### config.mk
export PLATFORM = sky130hd
export DESIGN_NAME = updown_limit_counter
export DESIGN_NICKNAME = d
export VERILOG_FILES = /design/src/rtl/counter_pkg.sv /design/src/rtl/updown_limit_counter_tick_prescaler.sv /design/src/rtl/updown_limit_counter.sv
export SDC_FILE = /design/constraint.sdc
export NUM_CORES = 1
export LEC_CHECK = 0
export ABC_AREA = 0
export CAP_MARGIN = 40
export CORE_MARGIN = 2
export CORE_UTILIZATION = 45
export CTS_BUF_LIST = sky130_fd_sc_hd__clkbuf_2 sky130_fd_sc_hd__clkbuf_4 sky130_fd_sc_hd__clkbuf_8
export DETAILED_ROUTE_END_ITERATION = 7
export HOLD_SLACK_MARGIN = 0.15
export PLACE_DENSITY_LB_ADDON = 0.2
export SETUP_SLACK_MARGIN = 0.5
export SLEW_MARGIN = 40
export SYNTH_ARGS = -nofsm -noshare
export SYNTH_HDL_FRONTEND = slang
export SYNTH_SLANG_ARGS = --single-unit
### constraint.sdc
create_clock -name clk -period 2.2 [get_ports clk]
set_clock_uncertainty 0.05 [all_clocks]
set_input_delay 0.22 -clock clk [delete_from_list [all_inputs] [get_ports clk]]
set_output_delay 0.22 -clock clk [all_outputs]
set_load 0.01 [all_outputs]
### src/rtl/counter_pkg.sv
// Shared encodings for the counter family: count direction and limit behaviour.
package counter_pkg;
    localparam logic MODE_SAT  = 1'b0;
    localparam logic MODE_WRAP = 1'b1;
    localparam logic DIR_DOWN  = 1'b0;
    localparam logic DIR_UP    = 1'b1;
endpackage

### src/rtl/updown_limit_counter_tick_prescaler.sv
// Enable prescaler: tick is combinational and asserts once every presc+1 enabled cycles.
// No backpressure; en low freezes the internal count.
module tick_prescaler #(
    parameter int PRESC_W = 8
) (
    input  logic               clk,
    input  logic               rst,
    input  logic               clr,
    input  logic               en,
    input  logic [PRESC_W-1:0] presc,
    output logic               tick
);
    logic [PRESC_W-1:0] r_pc;
    logic               w_wrap;

    // >= rather than == so that lowering presc below r_pc cannot strand the count
    assign w_wrap = (r_pc >= presc);
    assign tick   = en & w_wrap;

    always_ff @(posedge clk or posedge rst) begin
        if (rst) begin
            r_pc <= '0;
        end else if (clr) begin
            r_pc <= '0;
        end else if (en) begin
            r_pc <= w_wrap ? '0 : r_pc + 1'b1;
        end
    end
endmodule

### src/rtl/updown_limit_counter.sv
// Up/down counter with programmable limits, saturate/wrap, load, clear and prescaled enable.
// out and tc update one cycle after a qualifying tick; flags are combinational; no backpressure.
module updown_limit_counter
    import counter_pkg::*;
#(
    parameter int WIDTH   = 8,
    parameter int PRESC_W = 8
) (
    input  logic               clk,
    input  logic               rst,
    input  logic               clr,
    input  logic               load,
    input  logic [WIDTH-1:0]   load_val,
    input  logic               en,
    input  logic               dir,
    input  logic               mode,
    input  logic [WIDTH-1:0]   min_val,
    input  logic [WIDTH-1:0]   max_val,
    input  logic [PRESC_W-1:0] presc,
    output logic [WIDTH-1:0]   out,
    output logic               tc,
    output logic               at_max,
    output logic               at_min,
    output logic               cfg_err
);
    logic [WIDTH-1:0] r_out;
    logic             r_tc;
    logic             w_tick;
    logic             w_step;
    logic [WIDTH-1:0] w_inc;
    logic [WIDTH-1:0] w_dec;

    tick_prescaler #(
        .PRESC_W (PRESC_W)
    ) u_presc (
        .clk   (clk),
        .rst   (rst),
        .clr   (clr | load),
        .en    (en),
        .presc (presc),
        .tick  (w_tick)
    );

    assign at_max  = (r_out >= max_val);
    assign at_min  = (r_out <= min_val);
    assign cfg_err = (min_val > max_val);
    assign w_step  = w_tick & ~cfg_err;
    // Only used when strictly inside the limits, so neither can roll over
    assign w_inc   = r_out + 1'b1;
    assign w_dec   = r_out - 1'b1;

    always_ff @(posedge clk or posedge rst) begin
        if (rst) begin
            r_out <= '0;
            r_tc  <= 1'b0;
        end else if (clr) begin
            r_out <= min_val;
            r_tc  <= 1'b0;
        end else if (load) begin
            r_out <= load_val;
            r_tc  <= 1'b0;
        end else begin
            r_tc <= 1'b0;
            if (w_step) begin
                if (dir == DIR_UP) begin
                    if (r_out < max_val) begin
                        r_out <= w_inc;
                        r_tc  <= (w_inc == max_val);
                    end else if (mode == MODE_WRAP) begin
                        r_out <= min_val;
                        r_tc  <= 1'b1;
                    end else begin
                        r_out <= max_val;
                    end
                end else begin
                    if (r_out > min_val) begin
                        r_out <= w_dec;
                        r_tc  <= (w_dec == min_val);
                    end else if (mode == MODE_WRAP) begin
                        r_out <= max_val;
                        r_tc  <= 1'b1;
                    end else begin
                        r_out <= min_val;
                    end
                end
            end
        end
    end

    assign out = r_out;
    assign tc  = r_tc;
endmodule

* Word-level counts from Yosys, hierarchy flattened
Index checks and enable logic that the tools add are counted.
** Word-level totals
- Bits in registers :: 17
- Input bits :: 39
- Output and inout port bits :: 12
- Logic and storage cells :: 38
** Operators by class
- Add/subtract/negate cells :: 3
- Magnitude comparators :: 6
- Eq/ne operators :: 2
- Muxes and demuxes :: 18
- Bitwise logic cells :: 4
- Reduce and logical (&&, ||, !) cells :: 2
** Operators with widths (count)
- two-way mux 8 bit :: 11
- adder 8 x 1 -> 8 bit (second input constant) :: 2
- equality test 8 bit :: 2
- greater-or-equal comparator 8 bit :: 2
- > comparator 8 bit :: 2
- <= comparator 8 bit :: 1
- < comparator 8 bit :: 1
- subtractor 8 x 1 -> 8 bit (second input constant) :: 1
- two-way mux 1 bit :: 7
- nonzero test 3 bit :: 1
- AND 1 bit :: 2
- nonzero test 2 bit :: 1
- NOT 1 bit :: 1
- bitwise OR 1 bit :: 1

* Longest topological paths before layout
Gate-level depths: netlist of the first run.
- Word-level depth :: 7
- Depth in mapped cells :: 10
- Mapped depth without buffers :: 9

* Hierarchy
From an unflattened synthesis of the first run, not the netlist that was laid out.
** Second synthesis, totals
- Cells, all modules :: 331
- Area total of the unflattened synthesis :: 2667.6 um^2
** Modules (own cells, without submodules)
- updown_limit_counter :: instances 1, cells each 262, area each 2045.7 um^2, sequential area each 225.2 um^2
- tick_prescaler :: instances 1, cells each 69, area each 621.8 um^2, sequential area each 200.2 um^2

* Worst setup path before layout of the first run
OpenSTA, ideal clock, no wires.
- Path type :: reg2reg
- Start :: register r_out[1], in the netlist out[1]
- End :: register r_out[3], in the netlist out[3]
- Setup time :: 0.065 ns
- Arrival :: 2.152 ns
- Data required time :: 2.085 ns
- Setup slack :: -0.067 ns
- Cell stages (with the launch flop) :: 9
- Path buffers :: 0
- Clock period less this slack :: 2.267 ns
- Path through :: dfrtp_1 ha_1 nor2b_1 o211ai_1 a22oi_1 or2_1 mux2_2 a211oi_1 o22a_1
** On the way
- Longest elaborated chain between the ends :: 6
- Elaborated cells between the ends (all ways) :: 10
- Classes of those cells :: 2 x add/sub; 2 x order compare; 6 x mux
** RTL lines
- start: declaration :: line updown_limit_counter.sv:26 : logic [WIDTH-1:0] r_out;
- start signal: assignment :: line updown_limit_counter.sv:57 : r_out <= min_val;
- start signal: assignment :: line updown_limit_counter.sv:60 : r_out <= load_val;
- start signal: assignment :: line updown_limit_counter.sv:67 : r_out <= w_inc;
- subtractor 8 x 1 -> 8 bit (tied with other cells) :: line updown_limit_counter.sv:50 : assign w_dec = r_out - 1'b1;
- two-way mux 8 bit (on tied branches) :: line updown_limit_counter.sv:76, updown_limit_counter.sv:66
- two-way mux 8 bit (*) :: line updown_limit_counter.sv:65 : if (dir == DIR_UP) begin
- two-way mux 8 bit (*) :: line updown_limit_counter.sv:64 : if (w_step) begin
- two-way mux 8 bit (*) :: line updown_limit_counter.sv:59 : end else if (load) begin
- two-way mux 8 bit (*) :: line updown_limit_counter.sv:56 : end else if (clr) begin
Mark *: on every way between the ends. The rest lies on a longest branch, timed or not. The select of a mux whose other input is x is not followed.
A chain may end at the register's enable or synchronous reset.

* Final worst setup path of the first run
Same ends and word-level chain as after synthesis.

==> flow_summary.yaml, run 1 <==
logic_synthesis:
  synth_area_sq_um: 2650
  synth.net_count: 401
  syn_avg_cell_area_sq_um: 8.10
  ys_types: 55
  yosysSeqAreaShare_pct: 16.1
  synthArstFlopShare_pct: 100
  netlist_instances: 327
  synth_edf_count: 0
  synth_seq_cells: 17
  yosys_warnings: 0
  synth_top_flop_cell: "dfrtp_1"
power:
  p_per_area_nw_per_um2: 443
  ir_worst_vdd_mv: 0.306
  leakage_uw: 0.00205
route:
  drt_iter0_drc: 244
  wl_microns: 10500
  drc: 0
  via_count: 3305
  viasPerCell: 6.12
  top_layer: "met4"
  met2_length_microns: 5030
  ant_nets: 0
  wl_per_cell_microns: 19.4
  drt-pass1-iter-count: 5
  wl_met1_microns: 4340
  wl_met3_microns: 646
status:
  status: "complete, but fails checks"
  violations: "negative setup slack"
worst_setup_path:
  reg2reg_from: "out[1]$_DFFE_PP0P_"
  slowest_delay_ns: 0.47
  critPathCapture: "out[3]$_DFFE_PP0P_"
  worst_r2r_path_depth: 10
  cpLargestDelayFamily: "compound AO/OA/AOI/OAI gates"
  slowest_stage: "dfrtp_2"
  crit_required_ns: 2.35
  cp_max_fo: 5
  critPathBufInv: 2
  end_kind: "flop"
  cp-start-kind: "flop"
  crit_cells: 10
  crit_chain: "buf_12 > ha_4 > nor2b_4 > o211ai_1 > a22oi_2 > or2_4 > buf_6 > mux2_4 > a211oi_2 > o22a_1"
  timing.rr.end: "out[3]$_DFFE_PP0P_"
  r2r_slack_ns: -0.18
  cp-startpoint: "out[1]$_DFFE_PP0P_"
  crit_type: "reg -> reg"
  critPathArrivalTime_ns: 2.53
sta:
  period_needed_ns: 2.38
  fmax_mhz: 420
  setup_slack_ns: -0.181
  timing.setup.tns_ns: -1.12
  slew_headroom_pct: 54.3
  whs_ns: 0.309
  setup_violations: 11
  rsz0062_at_grt: "true"
  drv_slew: 0
  hold_viol: 0
  worst_slew_pin_slew_ns: 0.684
  min_period_over_period_pct: 108
finish:
  nets: 543
  drive_gt1_share_pct: 44.7
  antennaDiodeCount: 0
  nFillCells: 350
  areaGrowthSynthToFinish_pct: 73.1
clock_network:
  cts_tree: "built"
  numCtsBuffers: 3
  cts_root_buf: "clkbuf_8"
  clockBufferDepth: 2
  clock_sinks: 17
  cts_hold_buf: 0
  cts-htree-levels: 1
  clk_latency_ns: 0.26
  clk_pin_slew_ns: 0.07
worst_hold_path:
  hold_class: "in -> async"
grt:
  grt_max_degree: 25
  grt_pass1_vias: 3114
  overflow: 0
  antenna_found_initial: 0
  grtUsageTotal_pct: 29.2
  grt_pass1_wl_microns: 14800
placement:
  place_congestion: 0.906
  numPortBuffers: 50
  dpl.hpwl_microns: 6820
floorplan:
  rows: 27
  die_h_microns: 80.7
  ioPinCount: 51
  die_area_sq_um: 6510
  die_x_microns: 80.7
  start_util_pct: 47.2
  core_sq_um: 5610
flow_run:
  cap_violations: 0
-- per-layer routing --
layer | global-route usage (%) | up-vias
met2 | 50.2 | 178
met1 | 37.6 | 1585
met5 | 0 | -
met3 | 3.93 | 54
met4 | 9.83 | 0
li1 | - | 1488
-- worst register-to-register path, cell delays in order (launching register included) --
cell and delay, ns:
dfrtp_2 0.47, buf_12 0.16, ha_4 0.21, nor2b_4 0.12
o211ai_1 0.21, a22oi_2 0.09, or2_4 0.27, buf_6 0.15
mux2_4 0.31, a211oi_2 0.16, o22a_1 0.15
-- sequential cells by signal, summed over array words and instances, names as in the netlist --
name,count
u_presc.r_pc,8
out,8
tc,1
-- cell usage after synthesis, drive strengths merged (3+ instances only) --
| cell | n | share of area, % |
|---|---|---|
| nor2b | 5 | 1.2 |
| nand3 | 5 | 1.4 |
| xor2 | 9 | 3.0 |
| nor3 | 13 | 2.5 |
| a211oi | 11 | 3.1 |
| o221ai | 5 | 1.7 |
| clkbuf | 5 | 0.71 |
| nor2 | 18 | 2.8 |
| ha | 35 | 17 |
| mux2i | 20 | 7.6 |
| nand2b | 4 | 0.95 |
| xnor2 | 21 | 6.9 |
| dfrtp | 17 | 16 |
| o211ai | 3 | 0.85 |
| o21ai | 31 | 5.9 |
| inv | 33 | 4.7 |
| a21o | 3 | 0.85 |
| nand4 | 7 | 1.7 |
| nand2 | 19 | 2.7 |
| a21oi | 14 | 2.6 |
| o22a | 6 | 2.0 |
| and3 | 4 | 0.95 |
| buf | 8 | 1.8 |
| nor4 | 3 | 1.3 |
| o21a | 3 | 0.85 |
-- worst min-delay path by stage --
stage                                     start                          end  slack, ns
floorplan                                   rst           out[2]$_DFFE_PP0P_        0.1
global placement    u_presc.r_pc[7]$_DFFE_PP0P_  u_presc.r_pc[7]$_DFFE_PP0P_       0.48
detailed placement  u_presc.r_pc[1]$_DFFE_PP0P_  u_presc.r_pc[1]$_DFFE_PP0P_       0.49
CTS                                         rst           out[2]$_DFFE_PP0P_       0.33
global route                                rst  u_presc.r_pc[0]$_DFFE_PP0P_       0.37
finish                                      rst           out[2]$_DFFE_PP0P_       0.31
-- logic make-up after synthesis --
group | synth area share (%)
XOR/XNOR | 10.8
multiplexers | 8.41
AO/OA/AOI/OAI | 23.5
flip-flops | 16.1
AND/OR/NAND/NOR | 17.3
buffers and inverters | 7.37
adder cells (fa/ha/maj) | 16.5
-- through the flow --
stage / power [uW] / utilization [%] / area (sq um) / instances / setup WS, ns
global route: 2120 / 81.7 / 4580 / 540 / -0.226
floorplan: 974 / - / 2760 / 327 / 0.0781
finish: 2030 / 81.7 / 4580 / 540 / -0.181
global placement: 1390 / 69.1 / 3870 / 515 / -0.488
detailed placement: 1410 / 69.1 / 3870 / 515 / -0.507
CTS: 1800 / 76.1 / 4270 / 537 / -0.0985
-- report_power, final --
part           switching, uW  internal (uW)  leakage (uW)
logic                    680            717       0.00181
registers               42.1            335      0.000213
clock network            114            141     0.0000262
-- placed cells by master, fill, tap and decap left out, drive strengths merged, types with 4 or more instances in the layout --
cell type and n:
inv 33, dlygate4sd2 4, a211oi 11, nand2b 4
o221ai 5, nor3 13, dfrtp 17, o22a 6
clkdlybuf4s50 25, nand3 5, clkbuf 6, nand2 19
xnor2 21, a21oi 14, and3 4, o21ai 31
nor2b 5, ha 35, buf 115, xor2 9
nor2 18, nand4 7, mux2i 20
-- layout make-up --
class	count	area, sq um	area share (%)
clock buffers	4	48.8	1.06
inverters	34	133	2.89
multi-input cells	263	2510	54.9
flip-flops and latches	17	432	9.42
well taps	72	90.1	1.97
repair buffers	150	1370	29.8
-- timing repair --
item                       CTS  global route
buffers inserted            16             3
hold endpoints to repair     0             0
resized for setup          126            64
setup endpoints to repair   24            25
pin swaps                   30            31
cloned                       2             0
Power figures use the tool's default switching activity.
==> run 2: changes to the inputs <==
DONT_BUFFER_PORTS = 1   (was unset)
==> flow_summary.yaml, run 2 (synthesis gave the netlist of run 1 again) <==
route:
  drc: 0
  wl_microns: 8650
  viasPerCell: 6.20
  ant_nets: 0
  via_count: 2776
  drt_iter0_drc: 252
  wl_per_cell_microns: 19.3
  drt-pass1-iter-count: 5
worst_setup_path:
  slowest_stage: "dfrtp_2"
  cp-start-kind: "flop"
  crit_required_ns: 2.35
  crit_chain: "ha_4 > nor2b_4 > o211ai_1 > a22oi_2 > or2_4 > buf_4 > mux2_4 > a211oi_2 > o22a_1"
  slowest_delay_ns: 0.48
  crit_type: "reg -> reg"
  end_kind: "flop"
  critPathArrivalTime_ns: 2.43
  cp_max_fo: 6
finish:
  nets: 451
  seq_area_sq_um: 429
  areaGrowthSynthToFinish_pct: 30.7
  final_cell_mix: "buf_4, inv_1, ha_1"
  nFillCells: 497
  stdcell_area_sq_um: 3460
  multi_input_area_sq_um: 2290
  stdcell_count: 448
  drive_gt1_share_pct: 30.1
  fin_util_pct: 61.7
  final_common_cell: "buf_4"
  antennaDiodeCount: 0
grt:
  grt_max_degree: 25
  overflow: 0
  grtUsageTotal_pct: 26.1
  grt_pass1_vias: 2736
  grt_pass1_wl_microns: 13200
  antenna_found_initial: 0
floorplan:
  ioPinCount: 51
  start_util_pct: 47.2
  die_h_microns: 80.7
  die_area_sq_um: 6510
  core_sq_um: 5610
  die_x_microns: 80.7
  rows: 27
placement:
  place_congestion: 0.922
  place_area_sq_um: 3060
  numPortBuffers: 0
  dp_cells: 426
  dpl.hpwl_microns: 6470
status:
  status: "complete, but fails checks"
  violations: "negative setup slack"
sta:
  fmax_mhz: 439
  hold_viol: 0
  worst_slew_pin_slew_ns: 0.861
  period_needed_ns: 2.28
  slew_headroom_pct: 42.0
  min_period_over_period_pct: 104
  drv_slew: 0
  setup_slack_ns: -0.0804
  rsz0062_at_grt: "true"
  setup_violations: 4
clock_network:
  cts_root_buf: "clkbuf_8"
  cts-htree-levels: 1
  clock_sinks: 17
  numCtsBuffers: 3
  clockBufferDepth: 2
  clk_latency_ns: 0.26
  cts_tree: "built"
  clk_pin_slew_ns: 0.07
power:
  combPwrFrac_pct: 61.5
  seqPwrFrac_pct: 22.6
  p_sw_uw: 660
  p_sw_share_pct: 41.2
  intPower_uw: 942
  p_clk_share_pct: 15.9
  ir_worst_vdd_mv: 0.292
  p_per_area_nw_per_um2: 463
  leakage_uw: 0.00154
worst_hold_path:
  hold_class: "in -> reg"
flow_run:
  cap_violations: 0
## run 2: changes by cell type in the layout (fill, tap and decap cells not counted), sizes merged
cell	before	now
buf	115	53
clkdlybuf4s50	25	0
dlygate4sd2	4	0
dlygate4sd3	0	4
clkbuf	6	4
clkdlybuf4s15	2	0
dlymetal6s2s	2	0
clkinvlp	0	1
inv	33	32
o31ai	2	3
## run 2: worst paths after layout
kind,end,startpoint,slack [ns],depth (start not counted)
max in group asynchronous,out[6]$_DFFE_PP0P_,rst,1.18,2
max,out[3]$_DFFE_PP0P_,out[1]$_DFFE_PP0P_,-0.08,9
min,out[6]$_DFFE_PP0P_,load_val[6],0.17,2
min reg2reg,u_presc.r_pc[1]$_DFFE_PP0P_,u_presc.r_pc[1]$_DFFE_PP0P_,0.50,2
min in group asynchronous,u_presc.r_pc[1]$_DFFE_PP0P_,rst,0.45,2
max reg2reg,out[3]$_DFFE_PP0P_,out[1]$_DFFE_PP0P_,-0.08,9
## run 2: layer usage
metal | routed length, microns | share of wire [%] | GRT usage, %
met4 | 151 | 1.7 | 7.46
met2 | 3850 | 44 | 40.5
met3 | 779 | 9.0 | 4.49
met1 | 3870 | 45 | 37.2
met5 | 0 | 0 | 0
## run 2: cell type report
type	instances	area share, %
clock buffer	4	1.41
tap	72	2.60
inverter	34	3.87
multi-input combinational	264	66.3
timing repair buffer	57	13.4
sequential	17	12.4
## run 2: power groups by stage
stage,sequential [uW],combinational [uW],clock [uW]
final,362,985,255
after global routing,364,1060,267
after CTS,360,897,255
after detailed placement,368,843,0
after global placement,368,825,0
after floorplan,382,592,0
## run 2: per-stage QoR
step                setup WS (ns)  power [uW]  setup TNS (ns)  hold WS (ns)
floorplan                  0.0781         974               0        0.0959
global placement           -0.130        1190          -0.571         0.193
detailed placement         -0.159        1210          -0.831         0.195
CTS                       -0.0647        1510          -0.153         0.154
global route               -0.142        1690           -1.07         0.162
finish                    -0.0804        1600          -0.164         0.166
## run 2: repair_timing
| item | in CTS | in global routing |
|---|---|---|
| buffers inserted | 8 | 4 |
| pin swaps | 4 | 9 |
| endpoints found under the setup margin | 20 | 20 |
| gates resized for setup | 20 | 28 |
| endpoints found under the hold margin | 18 | 1 |
| cloned | 0 | 2 |
| hold buffers | 3 | 1 |
## run 2: critical path, delay by kind of cell (launching register included)
family | cells | cell delay, ns
AOI/OAI and AO/OA | 4 | 0.60
DFF | 1 | 0.48
and+or+nand+nor | 2 | 0.39
muxes | 1 | 0.30
adders and majority gates | 1 | 0.24
buffers and inverters | 1 | 0.16
